--- src/rtl/bitstream_expander_pkg.sv ---
// Shared flag codes and FSM state encoding for the bitstream expander.
package bitstream_expander_pkg;

  localparam logic [2:0] FLAG_NONE    = 3'd0;
  localparam logic [2:0] FLAG_ILLEGAL = 3'd4;
  localparam logic [2:0] FLAG_RUN     = 3'd5;
  localparam logic [2:0] FLAG_RUN_B4  = 3'd6;
  localparam logic [2:0] FLAG_RUN_B5  = 3'd7;

  typedef enum logic [2:0] {
    ST_IDLE   = 3'd0,
    ST_HEAD   = 3'd1,
    ST_DIRECT = 3'd2,
    ST_RUN    = 3'd3,
    ST_TAIL4  = 3'd4,
    ST_TAIL5  = 3'd5
  } state_e;

  // True for every code that puts at least one byte into the FIFO.
  function automatic logic flag_emits(input logic [2:0] flag);
    return (flag != FLAG_NONE) && (flag != FLAG_ILLEGAL);
  endfunction

endpackage

--- src/rtl/bitstream_expander_if.sv ---
// Packet input and byte-stream output handshakes of the bitstream expander.
interface bitstream_expander_if #(
  parameter int BS_WIDTH = 8
) ();
  logic                in_valid;
  logic                in_ready;
  logic [BS_WIDTH-1:0] in_bit_1;
  logic [BS_WIDTH-1:0] in_bit_2;
  logic [BS_WIDTH-1:0] in_bit_3;
  logic [BS_WIDTH-1:0] in_bit_4;
  logic [BS_WIDTH-1:0] in_bit_5;
  logic [2:0]          in_flag_bitstream;
  logic                in_flag_last;
  logic [BS_WIDTH-1:0] out_byte;
  logic                out_valid;
  logic                out_ready;
  logic                out_last;

  modport master (
    output in_valid, in_bit_1, in_bit_2, in_bit_3, in_bit_4, in_bit_5,
    output in_flag_bitstream, in_flag_last, out_ready,
    input  in_ready, out_byte, out_valid, out_last
  );

  modport slave (
    input  in_valid, in_bit_1, in_bit_2, in_bit_3, in_bit_4, in_bit_5,
    input  in_flag_bitstream, in_flag_last, out_ready,
    output in_ready, out_byte, out_valid, out_last
  );
endinterface

--- src/rtl/bitstream_fifo.sv ---
// Output FIFO with a registered head stage; can set the tag (MSB) of its newest entry.
module bitstream_fifo #(
  parameter int WIDTH = 9,
  parameter int DEPTH = 16
) (
  input  logic             clk,
  input  logic             rst_n,
  input  logic             push,
  input  logic [WIDTH-1:0] push_data,
  output logic             full,
  input  logic             retag,
  output logic             pending,
  output logic [WIDTH-1:0] pop_data,
  output logic             pop_valid,
  input  logic             pop_ready
);
  localparam int AW = $clog2(DEPTH);
  localparam logic [AW-1:0] PTR_ONE = 1;
  localparam logic [AW:0]   CNT_ONE = 1;

  logic [WIDTH-1:0] mem [DEPTH];
  logic [AW-1:0]    wr_ptr_reg, rd_ptr_reg, newest_ptr;
  logic [AW:0]      count_reg;
  logic [WIDTH-1:0] newest_reg, head_reg;
  logic             head_valid_reg;
  logic             do_push, mem_pop, retag_mem;

  assign full       = (count_reg == (AW+1)'(DEPTH));
  assign do_push    = push && !full;
  assign mem_pop    = (count_reg != '0) && (!head_valid_reg || pop_ready);
  assign retag_mem  = retag && (count_reg != '0);
  assign newest_ptr = wr_ptr_reg - PTR_ONE;
  // Entry survives this edge if it is still in memory or held at the head.
  assign pending    = (count_reg != '0) || (head_valid_reg && !pop_ready);
  assign pop_data   = head_reg;
  assign pop_valid  = head_valid_reg;

  always_ff @(posedge clk) begin
    if (do_push)
      mem[wr_ptr_reg] <= push_data;
    else if (retag_mem)
      mem[newest_ptr] <= {1'b1, newest_reg[WIDTH-2:0]};
  end

  always_ff @(posedge clk or negedge rst_n) begin
    if (!rst_n) begin
      wr_ptr_reg     <= '0;
      rd_ptr_reg     <= '0;
      count_reg      <= '0;
      newest_reg     <= '0;
      head_reg       <= '0;
      head_valid_reg <= 1'b0;
    end else begin
      if (do_push) begin
        wr_ptr_reg <= wr_ptr_reg + PTR_ONE;
        newest_reg <= push_data;
      end else if (retag_mem) begin
        newest_reg[WIDTH-1] <= 1'b1;
      end
      if (mem_pop) begin
        rd_ptr_reg     <= rd_ptr_reg + PTR_ONE;
        head_valid_reg <= 1'b1;
        // The sole memory entry leaving as it is retagged bypasses the stale read.
        if (retag_mem && count_reg == CNT_ONE)
          head_reg <= {1'b1, mem[rd_ptr_reg][WIDTH-2:0]};
        else
          head_reg <= mem[rd_ptr_reg];
      end else begin
        if (pop_ready)
          head_valid_reg <= 1'b0;
        if (retag && count_reg == '0 && head_valid_reg && !pop_ready)
          head_reg[WIDTH-1] <= 1'b1;
      end
      case ({do_push, mem_pop})
        2'b10:   count_reg <= count_reg + CNT_ONE;
        2'b01:   count_reg <= count_reg - CNT_ONE;
        default: count_reg <= count_reg;
      endcase
    end
  end
endmodule

--- src/rtl/bitstream_expander.sv ---
// Expands entropy-coder packets (direct bytes, byte runs, tails) into a framed byte stream.
module bitstream_expander
  import bitstream_expander_pkg::*;
#(
  parameter int BS_WIDTH   = 8,
  parameter int FIFO_DEPTH = 16,
  parameter int CNT_WIDTH  = 32
) (
  input  logic                 top_clk,
  input  logic                 top_reset,
  bitstream_expander_if.slave  bus,
  output logic                 out_done,
  output logic [CNT_WIDTH-1:0] out_byte_count,
  output logic                 out_error
);
  localparam logic [CNT_WIDTH-1:0] CNT_ONE = 1;
  localparam logic [BS_WIDTH-1:0]  RUN_ONE = 1;

  state_e               state_reg, state_next;
  logic                 alive_reg;
  logic [BS_WIDTH-1:0]  in_bits [5];
  logic [BS_WIDTH-1:0]  pkt_bits_reg [5];
  logic [2:0]           pkt_flag_reg;
  logic                 pkt_last_reg;
  logic [BS_WIDTH-1:0]  run_cnt_reg, run_cnt_next;
  logic                 dir_sel_reg, dir_sel_next;
  logic                 wait_done_reg, done_reg, error_reg;
  logic [CNT_WIDTH-1:0] count_reg;
  logic                 push;
  logic [BS_WIDTH-1:0]  push_byte;
  logic [BS_WIDTH:0]    fifo_data;
  logic                 fifo_full, fifo_pending, fifo_valid, out_last_w;
  logic                 accept, zero_last, zero_last_empty, xfer, done_set;

  assign in_bits[0] = bus.in_bit_1;
  assign in_bits[1] = bus.in_bit_2;
  assign in_bits[2] = bus.in_bit_3;
  assign in_bits[3] = bus.in_bit_4;
  assign in_bits[4] = bus.in_bit_5;

  assign bus.in_ready    = alive_reg && (state_reg == ST_IDLE) && !wait_done_reg;
  assign accept          = bus.in_valid && bus.in_ready;
  assign zero_last       = accept && bus.in_flag_last && (bus.in_flag_bitstream == FLAG_NONE);
  assign zero_last_empty = zero_last && !fifo_pending;
  assign out_last_w      = fifo_valid && fifo_data[BS_WIDTH];
  assign xfer            = fifo_valid && bus.out_ready;
  assign done_set        = (xfer && out_last_w) || zero_last_empty;

  assign bus.out_byte    = fifo_data[BS_WIDTH-1:0];
  assign bus.out_valid   = fifo_valid;
  assign bus.out_last    = out_last_w;
  assign out_done        = done_reg;
  assign out_byte_count  = count_reg;
  assign out_error       = error_reg;

  for (genvar gi = 0; gi < 5; gi++) begin : g_pkt
    always_ff @(posedge top_clk or negedge top_reset) begin
      if (!top_reset)
        pkt_bits_reg[gi] <= '0;
      else if (accept)
        pkt_bits_reg[gi] <= in_bits[gi];
    end
  end

  // Every non-idle state writes one byte; all progress stalls while the FIFO is full.
  always_comb begin
    state_next   = state_reg;
    run_cnt_next = run_cnt_reg;
    dir_sel_next = dir_sel_reg;
    push         = 1'b0;
    push_byte    = '0;
    case (state_reg)
      ST_IDLE: begin
        if (accept && flag_emits(bus.in_flag_bitstream))
          state_next = ST_HEAD;
        if (accept) begin
          run_cnt_next = bus.in_bit_3;
          dir_sel_next = 1'b0;
        end
      end
      ST_HEAD: begin
        push      = 1'b1;
        push_byte = pkt_bits_reg[0];
        if (!fifo_full) begin
          if (pkt_flag_reg == 3'd2 || pkt_flag_reg == 3'd3)
            state_next = ST_DIRECT;
          else if (pkt_flag_reg >= FLAG_RUN && run_cnt_reg != '0)
            state_next = ST_RUN;
          else if (pkt_flag_reg >= FLAG_RUN_B4)
            state_next = ST_TAIL4;
          else
            state_next = ST_IDLE;
        end
      end
      ST_DIRECT: begin
        push      = 1'b1;
        push_byte = dir_sel_reg ? pkt_bits_reg[2] : pkt_bits_reg[1];
        if (!fifo_full) begin
          if (dir_sel_reg || pkt_flag_reg == 3'd2)
            state_next = ST_IDLE;
          else
            dir_sel_next = 1'b1;
        end
      end
      ST_RUN: begin
        push      = 1'b1;
        push_byte = pkt_bits_reg[1];
        if (!fifo_full) begin
          run_cnt_next = run_cnt_reg - RUN_ONE;
          if (run_cnt_reg == RUN_ONE)
            state_next = (pkt_flag_reg == FLAG_RUN) ? ST_IDLE : ST_TAIL4;
        end
      end
      ST_TAIL4: begin
        push      = 1'b1;
        push_byte = pkt_bits_reg[3];
        if (!fifo_full)
          state_next = (pkt_flag_reg == FLAG_RUN_B5) ? ST_TAIL5 : ST_IDLE;
      end
      ST_TAIL5: begin
        push      = 1'b1;
        push_byte = pkt_bits_reg[4];
        if (!fifo_full)
          state_next = ST_IDLE;
      end
      default: state_next = ST_IDLE;
    endcase
  end

  always_ff @(posedge top_clk or negedge top_reset) begin
    if (!top_reset) begin
      alive_reg     <= 1'b0;
      state_reg     <= ST_IDLE;
      run_cnt_reg   <= '0;
      dir_sel_reg   <= 1'b0;
      pkt_flag_reg  <= FLAG_NONE;
      pkt_last_reg  <= 1'b0;
      wait_done_reg <= 1'b0;
      done_reg      <= 1'b0;
      error_reg     <= 1'b0;
      count_reg     <= '0;
    end else begin
      alive_reg   <= 1'b1;
      state_reg   <= state_next;
      run_cnt_reg <= run_cnt_next;
      dir_sel_reg <= dir_sel_next;
      if (accept) begin
        pkt_flag_reg <= bus.in_flag_bitstream;
        pkt_last_reg <= bus.in_flag_last;
      end
      if (accept && bus.in_flag_bitstream == FLAG_ILLEGAL)
        error_reg <= 1'b1;
      // Illegal packets are dropped whole, so they never close a frame.
      if (accept && bus.in_flag_last && bus.in_flag_bitstream != FLAG_ILLEGAL && !zero_last_empty)
        wait_done_reg <= 1'b1;
      else if (done_set)
        wait_done_reg <= 1'b0;
      done_reg <= done_set;
      if (done_set)
        count_reg <= '0;
      else if (xfer)
        count_reg <= count_reg + CNT_ONE;
    end
  end

  bitstream_fifo #(
    .WIDTH (BS_WIDTH + 1),
    .DEPTH (FIFO_DEPTH)
  ) u_fifo (
    .clk       (top_clk),
    .rst_n     (top_reset),
    .push      (push),
    .push_data ({pkt_last_reg && (state_next == ST_IDLE), push_byte}),
    .full      (fifo_full),
    .retag     (zero_last),
    .pending   (fifo_pending),
    .pop_data  (fifo_data),
    .pop_valid (fifo_valid),
    .pop_ready (bus.out_ready)
  );
endmodule

--- src/flat_wrapper.sv ---
// flat-port wrapper written by rule: the top's interface ports become plain ports
module bitstream_expander_flat import bitstream_expander_pkg::*;
#(
  parameter int BS_WIDTH   = 8,
  parameter int FIFO_DEPTH = 16,
  parameter int CNT_WIDTH  = 32
)
  (top_clk, top_reset, out_done, out_byte_count, out_error, bus_in_valid, bus_in_bit_1, bus_in_bit_2, bus_in_bit_3, bus_in_bit_4, bus_in_bit_5, bus_in_flag_bitstream, bus_in_flag_last, bus_out_ready, bus_in_ready, bus_out_byte, bus_out_valid, bus_out_last);
  bitstream_expander_if #(.BS_WIDTH(BS_WIDTH)) bus_i ();
  input  logic top_clk;
  input  logic top_reset;
  output logic out_done;
  output logic [CNT_WIDTH-1:0] out_byte_count;
  output logic out_error;
  input wire logic [$bits(bus_i.in_valid)-1:0] bus_in_valid;
  input wire logic [$bits(bus_i.in_bit_1)-1:0] bus_in_bit_1;
  input wire logic [$bits(bus_i.in_bit_2)-1:0] bus_in_bit_2;
  input wire logic [$bits(bus_i.in_bit_3)-1:0] bus_in_bit_3;
  input wire logic [$bits(bus_i.in_bit_4)-1:0] bus_in_bit_4;
  input wire logic [$bits(bus_i.in_bit_5)-1:0] bus_in_bit_5;
  input wire logic [$bits(bus_i.in_flag_bitstream)-1:0] bus_in_flag_bitstream;
  input wire logic [$bits(bus_i.in_flag_last)-1:0] bus_in_flag_last;
  input wire logic [$bits(bus_i.out_ready)-1:0] bus_out_ready;
  output wire logic [$bits(bus_i.in_ready)-1:0] bus_in_ready;
  output wire logic [$bits(bus_i.out_byte)-1:0] bus_out_byte;
  output wire logic [$bits(bus_i.out_valid)-1:0] bus_out_valid;
  output wire logic [$bits(bus_i.out_last)-1:0] bus_out_last;
  assign bus_i.in_valid = bus_in_valid;
  assign bus_i.in_bit_1 = bus_in_bit_1;
  assign bus_i.in_bit_2 = bus_in_bit_2;
  assign bus_i.in_bit_3 = bus_in_bit_3;
  assign bus_i.in_bit_4 = bus_in_bit_4;
  assign bus_i.in_bit_5 = bus_in_bit_5;
  assign bus_i.in_flag_bitstream = bus_in_flag_bitstream;
  assign bus_i.in_flag_last = bus_in_flag_last;
  assign bus_i.out_ready = bus_out_ready;
  assign bus_in_ready = bus_i.in_ready;
  assign bus_out_byte = bus_i.out_byte;
  assign bus_out_valid = bus_i.out_valid;
  assign bus_out_last = bus_i.out_last;
  bitstream_expander #(.BS_WIDTH(BS_WIDTH), .FIFO_DEPTH(FIFO_DEPTH), .CNT_WIDTH(CNT_WIDTH)) u_core (.top_clk(top_clk), .top_reset(top_reset), .bus(bus_i), .out_done(out_done), .out_byte_count(out_byte_count), .out_error(out_error));
endmodule
--- config.mk ---
export PLATFORM = sky130hd
export DESIGN_NAME = bitstream_expander_flat
export DESIGN_NICKNAME = d
export VERILOG_FILES = /design/src/rtl/bitstream_expander_pkg.sv /design/src/rtl/bitstream_expander_if.sv /design/src/rtl/bitstream_fifo.sv /design/src/rtl/bitstream_expander.sv /design/src/flat_wrapper.sv
export SDC_FILE = /design/constraint.sdc
export NUM_CORES = 1
export LEC_CHECK = 0
export BUFFER_PORTS_ARGS = -buffer_cell sky130_fd_sc_hd__buf_2
export CORE_UTILIZATION = 54
export CTS_CLUSTER_DIAMETER = 120
export DETAILED_ROUTE_END_ITERATION = 7
export PLACE_DENSITY = 0.75
export SYNTH_ARGS = -nofsm -noshare
export SYNTH_HDL_FRONTEND = slang
export SYNTH_SLANG_ARGS = --single-unit
--- constraint.sdc ---
create_clock -name top_clk -period 2.7 [get_ports top_clk]
set_input_delay 0.54 -clock top_clk [delete_from_list [all_inputs] [get_ports top_clk]]
set_output_delay 0.54 -clock top_clk [all_outputs]
set_load 0.005 [all_outputs]
# After elaboration in Yosys (flattened, before gate mapping)

Memory sizes are Yosys's and may differ from the RTL's.
Index checks and enable logic that the tools add are counted.

Register bits after elaboration: 123
Input bits: 48
Memories kept: 1
Logic and storage cells: 147
Output and inout bits: 45
RAM bits: 144

Memories:

| memory            | words | bits a word | read ports | clocked after Yosys merged registers in | write ports | RTL line             | text |
|---|---|---|---|---|---|---|---|
| u_core.u_fifo.mem | 16    | 9           | 1          | 0                                       | 1           | bitstream_fifo.sv:21 | `logic [WIDTH-1:0] mem [DEPTH];` |

$add $sub $neg: 7
$lt $le $gt $ge: 2
Eq/ne operators: 20
Reductions and logical operators: 53
Muxes and demuxes: 42

Operators with widths:

| operator                                            | number |
|---|---|
| two-way mux 32 bit                                  | 2 |
| one-hot mux 8 bit (5 select lines)                  | 1 |
| two-way mux 3 bit                                   | 13 |
| adder 32 x 1 -> 32 bit, second input constant       | 1 |
| logical AND 1 bit                                   | 24 |
| two-way mux 8 bit                                   | 3 |
| two-way mux 9 bit                                   | 2 |
| one-hot mux 3 bit (6 select lines)                  | 1 |
| two-way mux 1 bit                                   | 16 |
| one-hot mux 8 bit (2 select lines)                  | 1 |
| equality test 3 bit, second input constant          | 5 |
| nonzero test 2 bit                                  | 7 |
| equality test 3 x 2 -> 1 bit, second input constant | 4 |
| one-hot mux 5 bit (2 select lines)                  | 1 |
| zero test 3 bit                                     | 3 |
| OR reduction 9 bit                                  | 1 |
| adder 4 x 1 -> 4 bit, second input constant         | 2 |
| equality test 8 x 1 -> 1 bit, second input constant | 1 |
| nonzero test 8 bit                                  | 1 |
| subtractor 8 x 1 -> 8 bit, second input constant    | 1 |
| >= comparator 3 bit, second input constant          | 2 |
| zero test 1 bit                                     | 6 |
| != test 2 bit, second input constant                | 3 |
| adder 5 x 1 -> 5 bit, second input constant         | 1 |
| other kinds (18)                                    | 22 |

# Longest topological paths before layout

Gate-level depths: netlist of run 1.

Word-level depth: 12
Gate-level depth with buffers: 12
Gate-level depth less buffers: 9

# Cells and area by module

Synthesis of run 1 repeated with hierarchy kept, for this count alone.

Cell total of the unflattened synthesis: 988
Area total of the unflattened synthesis: 12111.6 um^2

By module, submodules not included:

| module             | times used | area each (um^2) | seq. area each (um^2) | cells an instance |
|---|---|---|---|---|
| bitstream_fifo     | 1          | 7268.2           | 5099.9                | 453 |
| bitstream_expander | 1          | 4843.4           | 2302.2                | 535 |

# Worst setup path before layout of run 1

Ideal clock, no wire load.

Kind: input -> register
From: input port bus_in_valid
To: memory u_core.u_fifo.mem[0][0], enable pin
Required time: 2.322 ns
Setup slack: -0.121 ns
Path buffers: 0
Arrival time: 2.443 ns
Library setup time: 0.378 ns
Cell stages on the path: 5
Cell sequence: or4bb_1 or4_1 nor3_1 a31oi_1 a21oi_1

Longest elaborated chain between the ends: 9
Elaborated cells between the ends (all ways): 10
Classes of those cells: mux (5); reduce/logical (5)

Ends and longest elaborated chain:

| item                                                                    | RTL line                 | text |
|---|---|---|
| start, declared                                                         | flat_wrapper.sv:15       | `input wire logic [$bits(bus_i.in_valid)-1:0] bus_in_valid;` |
| logical AND 1 bit (*)                                                   | bitstream_expander.sv:42 | `assign accept = bus.in_valid && bus.in_ready;` |
| logical AND 1 bit (*) (2 in a row)                                      | bitstream_expander.sv:43 | `assign zero_last = accept && bus.in_flag_last && (bus.in_flag_bitstream == FLAG_NONE);` |
| logical AND 1 bit (*)                                                   | bitstream_fifo.sv:31     | `assign retag_mem = retag && (count_reg != '0);` |
| two-way mux 1 bit (*)                                                   | bitstream_fifo.sv:41     | `else if (retag_mem)` |
| two-way mux 1 bit (*)                                                   | bitstream_fifo.sv:39     | `if (do_push)` |
| two-way mux 1 bit (implied by the code) (*)                             | bitstream_fifo.sv:42     | `mem[newest_ptr] <= {1'b1, newest_reg[WIDTH-2:0]};` |
| OR reduction 9 bit (no source line)                                     | n/a                      |  |
| two-way mux 4 bit (no source line) or two-way mux 1 bit (tied branches) | n/a                      |  |
| end, declared                                                           | bitstream_fifo.sv:21     |  |

Mark *: on every way between the ends. The rest lies on a longest branch, timed or not.

# Worst setup path after layout of run 1

From: register u_core.wait_done_reg
To: memory u_core.u_fifo.mem[4][3], enable pin

Longest elaborated chain between the ends: 11
Elaborated cells between the ends (all ways): 12
Classes of those cells: mux (5); reduce/logical (7)

Ends and longest elaborated chain:

| item                                                                    | RTL line                  | text |
|---|---|---|
| start, declared                                                         | bitstream_expander.sv:27  | `logic wait_done_reg, done_reg, error_reg;` |
| start signal, assigned                                                  | bitstream_expander.sv:138 | `wait_done_reg <= 1'b0;` |
| start signal, assigned                                                  | bitstream_expander.sv:155 | `wait_done_reg <= 1'b1;` |
| start signal, assigned                                                  | bitstream_expander.sv:157 | `wait_done_reg <= 1'b0;` |
| zero test 1 bit (*)                                                     | bitstream_expander.sv:41  | `assign bus.in_ready = alive_reg && (state_reg == ST_IDLE) && !wait_done_reg;` |
| logical AND 1 bit (*)                                                   | bitstream_expander.sv:41  |  |
| logical AND 1 bit (*)                                                   | bitstream_expander.sv:42  |  |
| logical AND 1 bit (*) (2 in a row)                                      | bitstream_expander.sv:43  |  |
| logical AND 1 bit (*)                                                   | bitstream_fifo.sv:31      |  |
| two-way mux 1 bit (*)                                                   | bitstream_fifo.sv:41      |  |
| two-way mux 1 bit (*)                                                   | bitstream_fifo.sv:39      |  |
| two-way mux 1 bit (implied by the code) (*)                             | bitstream_fifo.sv:42      |  |
| OR reduction 9 bit (no source line)                                     | n/a                       |  |
| two-way mux 4 bit (no source line) or two-way mux 1 bit (tied branches) | n/a                       |  |

Marks and branches as above.

==> results.cfg, run 1 <==
[status]
status = complete, no violations

[critical_path]
cp-start-kind = flip-flop
crit_arrival_ns = 2.85
r2r-start = u_core.wait_done_reg$_DFFE_PN0P_
worstRegToRegCells = 8
end_kind = flip-flop
critPathMaxFanout = 9
rr_endpoint = u_core.u_fifo.mem[4][3]$_DFFE_PP_
crit_required_ns = 2.99
r2r_setup_slack_ns = 0.14
critPathKind = flip-flop to flip-flop

[logic_synthesis]
synthMostInstantiatedCell = nand2_1
synth_area_leader_cell = edfxtp_1
syn_inst = 936
synth.distinct_cells = 69
synth_area_per_cell_um2 = 12.8
synth_area_mm2 = 0.0119
muxShareOfSynthArea_pct = 10.2
synth_top_family_by_area = simple AND/OR/NAND/NOR gates
synthTopCellsByArea = edfxtp_1 36%, dfrtp_1 26%, mux4_2 8.5%
synth_nets = 997
synth_seq_area_share_pct = 62.0
synth_common_cells = 189 x nand2_1, 144 x edfxtp_1, 123 x dfrtp_1
synth_edf_count = 144
synth-xor-area-share_pct = 1.61
synth-seq-cells = 267
ys_warn_count = 0
synthArstFlopShare_pct = 46.1
synth-simple-area-share_pct = 13.8
synth-main-ff-cell = edfxtp_1
synth_compound_area_share_pct = 8.18
synth_top_cell_area_share_pct = 36.2
synthAdderAreaFrac_pct = 1.36

[floorplanning]
die_w_um = 151
row_count = 54
die_h_um = 151
core_mm2 = 0.0218
die-area_mm2 = 0.0227
start_util_pct = 54.9
ios = 93

[power]
p_switching_mw = 4.56
p_leak_nw = 5.69
power_frac_seq_pct = 42.2
internal-power_mw = 9.88
peakVddDrop_mv = 0.661
clkPwrFrac_pct = 28.2
cellPowerDensity_mw_per_mm2 = 1030
p_total_mw = 14.4
p_comb_share_pct = 29.6
switching_share_pct = 31.6

[global_routing]
track_usage_pct = 23.8
grt_max_degree = 50
grt_first_pass_wirelength_um = 41200
grt_pass1_vias = 7698
antenna_found_initial = 0
grt_overflow = 0

[final_layout]
final_cells = 1370
finalNetCount = 1129
drive_gt1_share_pct = 25.0
post-route-cell-area_mm2 = 0.0140
largest_register_ffs = 144
n_fill_cell = 1598
antenna-diode-count = 0
utilization_pct = 64.4
ff_latch_area_mm2 = 0.00740
multi_input_area_mm2 = 0.00421
area_growth_syn_to_layout_pct = 17.4

[route]
drc = 0
drtPass1Iterations = 4
avgRoutedWirePerCell_um = 19.1
wl_um = 26200
dr.first_iter.drc_count = 545
ant_nets = 0
via_count = 7958
viasPerCell = 5.81

[clock_tree]
cts_buffer_depth = 3
cts_tree = built
insertion_delay_ns = 0.54
cts.sinks = 267
h-tree-depth = 1
path_clk_slew_ns = 0.06
cts-root-buf = clkbuf_16
numCtsBuffers = 28

[placed_design]
gp_congestion = 0.863
dpl.cell_count = 1317
dpl_cell_area_mm2 = 0.0130
port_buffers = 92
dp_hpwl_um = 17900
pre_cts_ws_ns = -0.205

[timing]
finalClockSkew_ns = 0.0178
setup_tns_ns = 0
setup_violations = 0
slew_headroom_pct = 43.0
holdWs_ns = 0.192
rsz0062_at_grt = no
fmax_mhz = 391
worst_slew_pin_slew_ns = 0.852
fin_crit_sh_pct = 94.7
fin_ws_ns = 0.144
slew_violations = 0
hold_viol_final = 0
period_minus_slack_ns = 2.56

[hold_path]
min_path_cells = 3
min_from = bus_in_bit_5[0]
hold_class = primary input to flip-flop
holdPathEnd = u_core.pkt_bits_reg[0]$_DFFE_PN0P_

[flow_run]
cap_violations = 0
-- critical path, stage by stage (launching register included) --
cell      delay (ns)
dfrtp_1         0.40
or3b_2          0.48
buf_4           0.17
nor4_2          0.28
buf_4           0.21
a211oi_1        0.08
a31oi_1         0.38
nor2_1          0.11
buf_4           0.20
-- cells by family after synthesis --
kind of cell / after synthesis
buffers and inverters: 72
AO/OA/AOI/OAI: 151
other: 1
flip-flops: 267
AND/OR/NAND/NOR: 346
XOR/XNOR: 22
multiplexers: 64
adder cells (fa/ha/maj): 13
-- area by class of cell --
class / count / share of cell area [%]
clock inverter: 22 / 2.05
tap: 280 / 2.50
multi-input combinational: 597 / 30.1
sequential: 267 / 52.8
clock buffer: 30 / 5.05
inverter: 18 / 0.482
timing repair buffer: 156 / 7.02
-- routing by layer --
metal	global-route usage, %	vias to the layer above	part of all wire [%]
li1	-	3743	-
met1	32.2	3890	41
met2	39.5	275	50
met3	3.97	50	6.3
met4	7.50	0	3.0
met5	0	-	0
-- worst max path at each step --
| stage | from | slack, ns | depth (start not counted) | end |
|---|---|---|---|---|
| 2_1_floorplan | bus_in_valid | -0.12 | 5 | u_core.u_fifo.mem[0][0]$_DFFE_PP_ |
| 3_3_place_gp | bus_in_valid | -0.14 | 7 | u_core.u_fifo.mem[2][5]$_DFFE_PP_ |
| 3_5_place_dp | bus_in_valid | -0.20 | 7 | u_core.u_fifo.mem[2][6]$_DFFE_PP_ |
| 4_1_cts | u_core.u_fifo.count_reg[1]$_DFFE_PN0P_ | 0.06 | 8 | u_core.u_fifo.mem[2][0]$_DFFE_PP_ |
| 5_1_grt | u_core.wait_done_reg$_DFFE_PN0P_ | 0.004 | 8 | u_core.u_fifo.mem[4][5]$_DFFE_PP_ |
| 6_report | u_core.wait_done_reg$_DFFE_PN0P_ | 0.14 | 8 | u_core.u_fifo.mem[4][3]$_DFFE_PP_ |
-- cells in the final DEF (no fill, tap or decap), drive strengths merged, types with 21 or more instances in the layout --
master	instances
o21ai	42
nand3	21
clkbuf	30
edfxtp	144
mux4	45
buf	155
dfrtp	123
a21oi	38
nor2	42
nand2	189
-- power by group through the flow --
stage,combinational [mW],sequential [mW],clock (mW)
finish,4.28,6.09,4.07
CTS,4.32,6.08,4.14
global placement,4.16,6.10,0
detailed placement,4.28,6.16,0
global route,4.71,6.20,4.30
floorplan,3.12,5.89,0
-- repair_timing --
item | in CTS | in global routing
resized for setup | 0 | 3
hold endpoints to repair | 17 | 0
setup buffers | 0 | 0
hold buffers | 1 | 0
endpoints found under the setup margin | 0 | 49
No activity file was read; power rests on OpenSTA's default activity.
==> run 2: changes to the inputs <==
--- a/config.mk
+++ b/config.mk
@@ -6,10 +6,13 @@
 export NUM_CORES = 1
 export LEC_CHECK = 0
 export BUFFER_PORTS_ARGS = -buffer_cell sky130_fd_sc_hd__buf_2
-export CORE_UTILIZATION = 54
+export CELL_PAD_IN_SITES_DETAIL_PLACEMENT = 1
+export CELL_PAD_IN_SITES_GLOBAL_PLACEMENT = 1
+export CORE_UTILIZATION = 45
 export CTS_CLUSTER_DIAMETER = 120
 export DETAILED_ROUTE_END_ITERATION = 7
-export PLACE_DENSITY = 0.75
+export PLACE_DENSITY = 0.76
+export REMOVE_ABC_BUFFERS = 1
 export SYNTH_ARGS = -nofsm -noshare
 export SYNTH_HDL_FRONTEND = slang
 export SYNTH_SLANG_ARGS = --single-unit
==> results.cfg, run 2 (same netlist as run 1, synthesis figures left out) <==
[placed_design]
dpl.cell_count = 1379
dp_hpwl_um = 20400
dpl_cell_area_mm2 = 0.0131
port_buffers = 92
gp_congestion = 0.820

[route]
drc = 0
wl_um = 29500
via_count = 8071
avgRoutedWirePerCell_um = 20.7
ant_nets = 0
drtPass1Iterations = 4
dr.first_iter.drc_count = 496
viasPerCell = 5.65

[critical_path]
rr_endpoint = u_core.u_fifo.mem[4][8]$_DFFE_PP_
slowest_stage = or3b_2
crit_arrival_ns = 2.77
r2r_setup_slack_ns = 0.16
critPathKind = flip-flop to flip-flop
cp-start-kind = flip-flop
critPathBufInv = 3
critPathMaxFanout = 9
crit_path_frequent_cell = buf_4
r2r-start = u_core.wait_done_reg$_DFFE_PN0P_
crit_required_ns = 2.93
worstRegToRegCells = 8
cp_top_family = simple AND/OR/NAND/NOR gates
crit_chain = or3b_2 > buf_4 > nor4_2 > buf_4 > and2_1 > a31oi_1 > nor2_1 > buf_4
end_kind = flip-flop
critPathMaxStageDelay_ns = 0.47

[clock_tree]
cts_tree = built
h-tree-depth = 1
cts.sinks = 267
cts_setup_buffers = 0
path_clk_slew_ns = 0.06
cts_buffer_depth = 3
insertion_delay_ns = 0.54
cts-root-buf = clkbuf_16
numCtsBuffers = 27

[timing]
fin_crit_sh_pct = 93.9
setup_violations = 0
rsz0062_at_grt = no
fmax_mhz = 394
hold_viol_final = 4
finalClockSkew_ns = 0.00955
slew_headroom_pct = 52.4
slew_violations = 0
worst_slew_pin_slew_ns = 0.714
period_minus_slack_ns = 2.54
setup_tns_ns = 0
holdWs_ns = -0.0154

[final_layout]
final_cells = 1429
finalNetCount = 1134
utilization_pct = 53.5
largest_register_ffs = 144
antenna-diode-count = 0
area_growth_syn_to_layout_pct = 16.9
post-route-cell-area_mm2 = 0.0140
layout_common_cells = 189 x nand2_1, 144 x edfxtp_1, 122 x dfrtp_1, 91 x buf_2, 67 x buf_4
final_common_cell = nand2_1
drive_gt1_share_pct = 24.8

[power]
switching_share_pct = 32.9
internal-power_mw = 9.38
p_switching_mw = 4.60
peakVddDrop_mv = 0.782
p_leak_nw = 5.64
power_frac_seq_pct = 43.7
cellPowerDensity_mw_per_mm2 = 1000
clkPwrFrac_pct = 24.9
p_comb_share_pct = 31.3
p_total_mw = 14.0

[floorplanning]
core_mm2 = 0.0261
row_count = 59
die-area_mm2 = 0.0272
start_util_pct = 45.8
ios = 93
die_h_um = 165
die_w_um = 165

[flow_run]
cap_violations = 0

[global_routing]
grt_overflow = 0
grt_pass1_vias = 8500
grt_first_pass_wirelength_um = 46900
antenna_found_initial = 0
track_usage_pct = 22.5
grt_max_degree = 67

[hold_path]
hold_class = primary input to async pin

[status]
violations = negative hold slack
status = finished, violations left
## run 2: cell types whose count changed in the layout (fill, tap and decap cells not counted), moves of 3 or more
cell	delta
clkbuf_1	+10
buf_4	+6
clkinv_2	-4
bufinv_16	-6
clkbuf_8	+4
clkinvlp_4	-3
## run 2: metal layers
metal  track usage, %  wire length (um)  up-vias
met1             30.5             12800     4103
li1                 -                 -     3745
met2             38.0             14900      171
met5                0                 0        -
met4             6.92               848        0
met3             2.56               968       52
## run 2: how the worst max path moves through the flow
stage	from	end	slack, ns	cells past startpoint
after global placement	bus_in_valid	u_core.u_fifo.mem[6][8]$_DFFE_PP_	-0.14	7
final	u_core.wait_done_reg$_DFFE_PN0P_	u_core.u_fifo.mem[4][8]$_DFFE_PP_	0.16	8
after detailed placement	bus_in_valid	u_core.u_fifo.mem[10][7]$_DFFE_PP_	-0.17	7
after global routing	u_core.state_reg[1]$_DFF_PN0_	u_core.u_fifo.mem[4][8]$_DFFE_PP_	0.01	8
after CTS	u_core.u_fifo.count_reg[1]$_DFFE_PN0P_	u_core.u_fifo.mem[10][0]$_DFFE_PP_	0.04	8
after floorplan	u_core.u_fifo.rd_ptr_reg[0]$_DFFE_PN0P_	u_core.u_fifo.pop_data[8]$_DFFE_PN0P_	-0.62	5
## run 2: area by class of cell
type | instances | area [um^2]
Clock buffer | 43 | 776
Clock inverter | 7 | 38.8
Fill cell | 2688 | 12100
Inverter | 18 | 67.6
Multi-Input combinational cell | 597 | 4220
Sequential cell | 267 | 7400
Tap cell | 335 | 419
Timing Repair Buffer | 162 | 1030
## run 2: power by group through the flow
| stage | clock network, mW | logic (mW) | registers, mW |
|---|---|---|---|
| after floorplan | 0 | 2.62 | 6.20 |
| after global placement | 0 | 4.24 | 6.11 |
| after detailed placement | 0 | 4.43 | 6.19 |
| after CTS | 3.54 | 4.46 | 6.12 |
| after global routing | 3.68 | 4.84 | 6.23 |
| final | 3.48 | 4.38 | 6.12 |
## run 2: what timing repair did
item                       in CTS  in global routing
hold buffers                    0                  0
setup endpoints to repair       0                 69
gates resized for setup         0                  7
## run 2: metrics by stage
step	worst slack, ns	hold slack, ns
after floorplan	-0.617	0.244
final	0.165	-0.0154
after global placement	-0.139	0.448
after global routing	0.00990	0.0374
after CTS	0.0359	0.0336
after detailed placement	-0.168	0.463
